$ cat config.mk
export PLATFORM = sky130hd
export DESIGN_NAME = interface_alu_uart
export DESIGN_NICKNAME = d
export VERILOG_FILES = /design/src/rtl/interface_alu_uart.sv
export SDC_FILE = /design/constraint.sdc
export NUM_CORES = 1
export LEC_CHECK = 0
export ABC_CLOCK_PERIOD_IN_PS = 1420
export BUFFER_PORTS_ARGS = -buffer_cell sky130_fd_sc_hd__buf_4
export CORE_MARGIN = 5
export CORE_UTILIZATION = 31
export DETAILED_ROUTE_END_ITERATION = 8
export PLACE_DENSITY = 0.52
export SETUP_SLACK_MARGIN = 0.15
export SLEW_MARGIN = 0
export SYNTH_ARGS = -nofsm -noshare
export SYNTH_HDL_FRONTEND = slang
export SYNTH_SLANG_ARGS = --single-unit
$ cat constraint.sdc
create_clock -name i_clk -period 1.42 [get_ports i_clk]
set_input_delay 0.071 -clock i_clk [delete_from_list [all_inputs] [get_ports i_clk]]
set_output_delay 0.071 -clock i_clk [all_outputs]
set_load 0.02 [all_outputs]
$ cat src/rtl/interface_alu_uart.sv
// Frames an ALU result (and optionally a status word) for a UART transmitter.
// Optional macro STATUS_FRAME_EN adds a status frame after every result frame.
module interface_alu_uart #(
   parameter int NB_DATA      = 8,
   parameter int NB_FULL_DATA = 10
) (
   input  logic                    i_clk,
   input  logic                    i_reset,
   input  logic [NB_DATA-1:0]      i_result,
   input  logic                    i_carry,
   input  logic                    i_result_valid,
   input  logic                    i_tx_busy,
   input  logic                    i_tx_done,
   output logic [NB_FULL_DATA-1:0] o_tx_data,
   output logic                    o_tx_start,
   output logic                    o_busy,
   output logic                    o_overrun
);

   localparam logic [1:0] IDLE      = 2'd0;
   localparam logic [1:0] HOLD      = 2'd1;
   localparam logic [1:0] START     = 2'd2;
   localparam logic [1:0] WAIT_DONE = 2'd3;

   logic [1:0]              state_r;
   logic [1:0]              state_next_s;
   logic [NB_DATA-1:0]      result_r;
   logic [NB_DATA-1:0]      result_next_s;
   logic                    carry_r;
   logic                    carry_next_s;
   logic                    zero_r;
   logic                    zero_next_s;
   logic                    neg_r;
   logic                    neg_next_s;
   logic                    overrun_r;
   logic                    overrun_next_s;
   logic                    tx_start_r;
   logic [NB_FULL_DATA-1:0] tx_data_r;
   logic [NB_FULL_DATA-1:0] frame_data_s;

`ifdef STATUS_FRAME_EN
   logic                    frame_r;
   logic                    frame_next_s;
   logic [NB_FULL_DATA-1:0] status_s;
`else
   logic                    unused_flags_s;
   assign unused_flags_s = ^{carry_r, zero_r, neg_r};
`endif

   // Next-state, capture and overrun logic
   always_comb begin
      state_next_s   = state_r;
      result_next_s  = result_r;
      carry_next_s   = carry_r;
      zero_next_s    = zero_r;
      neg_next_s     = neg_r;
      overrun_next_s = overrun_r | (i_result_valid & (state_r != IDLE));
`ifdef STATUS_FRAME_EN
      frame_next_s   = frame_r;
`endif
      case (state_r)
         IDLE: begin
            if (i_result_valid) begin
               result_next_s = i_result;
               carry_next_s  = i_carry;
               zero_next_s   = (i_result == '0);
               neg_next_s    = i_result[NB_DATA-1];
`ifdef STATUS_FRAME_EN
               frame_next_s  = 1'b0;
`endif
               if (i_tx_busy) begin
                  state_next_s = HOLD;
               end else begin
                  state_next_s = START;
               end
            end else begin
               state_next_s = IDLE;
            end
         end
         HOLD: begin
            if (!i_tx_busy) begin
               state_next_s = START;
            end else begin
               state_next_s = HOLD;
            end
         end
         START: state_next_s = WAIT_DONE;
         WAIT_DONE: begin
            if (i_tx_done) begin
`ifdef STATUS_FRAME_EN
               if (!frame_r) begin
                  state_next_s = START;
                  frame_next_s = 1'b1;
               end else begin
                  state_next_s = IDLE;
                  frame_next_s = 1'b0;
               end
`else
               state_next_s = IDLE;
`endif
            end else begin
               state_next_s = WAIT_DONE;
            end
         end
         default: state_next_s = IDLE;
      endcase
   end

   // Frame selection; status word uses the flag values being registered this cycle
   always_comb begin
      frame_data_s = {2'b11, result_next_s};
`ifdef STATUS_FRAME_EN
      status_s = '0;
      status_s[NB_FULL_DATA-1 -: 2] = 2'b10;
      status_s[3:0] = {overrun_next_s, neg_next_s, zero_next_s, carry_next_s};
      if (frame_next_s) begin
         frame_data_s = status_s;
      end else begin
         frame_data_s = {2'b11, result_next_s};
      end
`endif
   end

   // State and output registers; tx data is only reloaded on entry to START
   always_ff @(posedge i_clk) begin
      if (!i_reset) begin
         state_r    <= IDLE;
         result_r   <= '0;
         carry_r    <= 1'b0;
         zero_r     <= 1'b0;
         neg_r      <= 1'b0;
         overrun_r  <= 1'b0;
         tx_start_r <= 1'b0;
         tx_data_r  <= '0;
`ifdef STATUS_FRAME_EN
         frame_r    <= 1'b0;
`endif
      end else begin
         state_r    <= state_next_s;
         result_r   <= result_next_s;
         carry_r    <= carry_next_s;
         zero_r     <= zero_next_s;
         neg_r      <= neg_next_s;
         overrun_r  <= overrun_next_s;
         tx_start_r <= (state_next_s == START);
         if (state_next_s == START) begin
            tx_data_r <= frame_data_s;
         end
`ifdef STATUS_FRAME_EN
         frame_r    <= frame_next_s;
`endif
      end
   end

   assign o_busy     = (state_r != IDLE);
   assign o_tx_start = tx_start_r;
   assign o_tx_data  = tx_data_r;
   assign o_overrun  = overrun_r;

endmodule

==> results.md <==
* Starting Density at 0.322
* Clock latency on the worst-skew pair at roughly 0.29 ns
* N_diodes at 0
* Placed Cells incl. Taps at approximately 130
* Post-synthesis register bit count at 21
* Final antenna-violating net count at 0
* First-pass GRT wire length at between 2000 and 3000 um
* All-Layer GR Usage at 0.100
* Status: finished, final reports clean
* CP Class: reg2reg
* Arr. time, crit path at between 1 and 1.5 ns
* Net count, final at 119
* Netlist cell types at 18
* Final Cycle Share at 0.907
* Logic gate share of total power at 0.275
* Slew Limit Fails at 0
* R2R depth at 4
* Dpl hpwl at 1120 um
* Setup TNS at 0 ns
* Largest net degree at the start of global routing at 19
* CTS root buffer: clkbuf_4
* Max_cap viols at 0
* Clock sinks at 21
* Min-delay src: i_result_valid
* H-tree depth at 1
* CP bufs+invs at 1
* Final hold slack at 0.0149 ns
* Slew HR at 0.741
* Min Tclk post-route at between 1 and 1.5 ns
* Fillcell total at around 250
* TritonCTS Buffers at 3
* Via/cell ratio at between 4 and 5
* RD Place Congestion at 0.671
* PwrDens at approximately 1100 nW/um^2
* DRT iter0 DRCs at 11
* Net Sw Power at roughly 0.37 mW
* Final setup fails at 0
* Worst endpoint required time at 1.60 ns
* Power Internal at just over 0.9 mW
* Share of cells above drive strength 1 at 0.538
* Core area at around 2500 sq um
* Max Root-Sink Buffers at 2
* Commonest non-fill, non-tap cell in the layout: buf_4
* Reg power frac at 0.512
* Initial antenna violation count at 0
* Crit path largest cell delay at around 0.36 ns
* Placed inst area at roughly 1000 sq um
* Worst r2r src: state_r[0]
* Pleak at 0.467 nW
* Synthesized netlist cell count at 72
* Yosys warning total at 0
* Slowest cell on crit path: dfxtp_4
* Cell area after layout at between 1000 and 1500 sq um
* Hold Crit Depth at 3
* Clock Power Share at 0.214
* Startpoint types: flip-flop
* Hold worst-path end: o_overrun
* TritonCTS clock tree: built
* Critical R2R Capture: o_tx_data[5]
* CP delay by family, top: flip-flops
* Top Ports at 27
* Fmax at 776 MHz
* Die extent in y at a little over 60 um
* # DRC at 0
* Layout area overhead at 48.3%
* Mapped Nets at 86
* Crit end category: flip-flop
* Total vias in the final route at 625
* Post-synth design cell area at 798 sq um
* CP Max Fanout at 8
* Non-filler cells, final at around 130
* Core Rows at 18
* Sw frac at 0.287
* Sequential-to-total area share from yosys stat at 0.527
* Fin. Hold Viols at 0
* FF-to-FF setup slack at ~0.13 ns
* Average size of a mapped cell at roughly 11 sq um
* DIE AREA at between 3000 and 4000 sq um
* IO buf count at 25
* Worst slew pin tran at 0.388 ns
* Clock Skew at ~0.0018 ns
* Pre-antenna DRT Iters at 4
* VDD IR-drop max at between 600 and 700 uV
* Register area at between 400 and 500 sq um
* WL final at between 1500 and 2000 um
* Global route overflow at 0
* WL per Instance at around 12 um
* Clock transition at path regs at around 0.11 ns
* Min-delay worst type: in2reg
* Multi-input gate area at ~430 sq um
* RSZ-0062 raised after global routing: yes
* CP Cell Sequence: nor3b_2, buf_6, mux2i_2, a211oi_2
* Vias in the first global route at ~630
* Most frequent cells in the layout: buf_4, dfxtp_1, a21oi_1, nor2_1, a211oi_2
* DIE WIDTH at 60.7 um
[worst max-delay path by stage]
| stage | from | end | cells after the start | slack, ns |
|---|---|---|---|---|
| finish | state_r[0] | o_tx_data[5] | 4 | 0.13 |
| global route | state_r[0] | o_tx_data[5] | 4 | 0.08 |
| CTS | state_r[1] | o_tx_data[1] | 4 | 0.15 |
| detailed placement | state_r[1] | o_tx_data[1] | 4 | 0.12 |
| global placement | state_r[1] | o_tx_data[0] | 4 | 0.15 |
| floorplan | state_r[1] | o_tx_data[1] | 4 | 0.27 |
[cell families (layout without fill, tap and decap cells)]
kind of cell    after synthesis  after routing  synth area share
flops                        21             21             0.527
compound gates               22             22             0.227
mux                           8              8             0.100
simple gates                 15             15            0.0972
buf+inv                       6             38            0.0486
[tightest hold or removal path, delay by kind of cell]
kind / cells / cell delay (ns)
buffers and inverters: 1 / 0.09
AND/OR/NAND/NOR: 1 / 0.07
AO/OA/AOI/OAI: 1 / 0.05
[flip-flops by register name, indices dropped and copies added, names as in the netlist]
signal      flops
o_tx_data       9
result_r        8
state_r         2
o_overrun       1
o_tx_start      1
[routing by layer]
metal / global-route usage / wire (um)
met4: 0.0464 / 8
met5: 0 / 0
met2: 0.173 / 767
met3: 0.0213 / 123
met1: 0.119 / 763
[power by group through the flow]
stage               clock network [mW]  logic (mW)  registers, mW
finish                           0.279       0.358          0.668
global route                     0.322       0.383          0.675
global placement                     0       0.285          0.676
CTS                              0.295       0.309          0.665
floorplan                            0       0.153          0.707
detailed placement                   0       0.288          0.677
[cell usage after synthesis]
master,number,area share
buf_4,2,0.019
nor2_1,9,0.042
clkbuf_1,1,0.0047
o21a_1,2,0.019
a21boi_0,1,0.0094
nor3b_2,1,0.016
buf_2,1,0.0063
a21oi_1,10,0.063
a211oi_2,8,0.13
nor2_2,1,0.0078
buf_6,1,0.014
a311oi_1,1,0.011
dfxtp_1,21,0.53
and3_1,1,0.0078
or2_1,2,0.016
inv_2,1,0.0047
mux2i_1,8,0.10
and2_1,1,0.0078
[final cells by class]
class,instances,area share
Tap cell,30,0.0317
Multi-Input combinational cell,45,0.365
Clock buffer,4,0.0222
Inverter,1,0.00317
Sequential cell,21,0.362
Timing Repair Buffer,33,0.217
[timing repair]
action	CTS	global route
gates cloned	0	0
buffers inserted	0	3
endpoints found under the setup margin	9	16
hold buffers	2	0
resized for setup	7	14
hold endpoints to repair	3	0
pin swaps	0	6
[stage by stage]
stage	worst slack, ns	power [mW]	utilization
after floorplan	0.268	0.860	-
after global placement	0.146	0.961	0.408
after detailed placement	0.120	0.965	0.408
after CTS	0.149	1.27	0.436
after global routing	0.0839	1.38	0.478
final	0.132	1.30	0.478
Power figures use the tool's default switching activity.
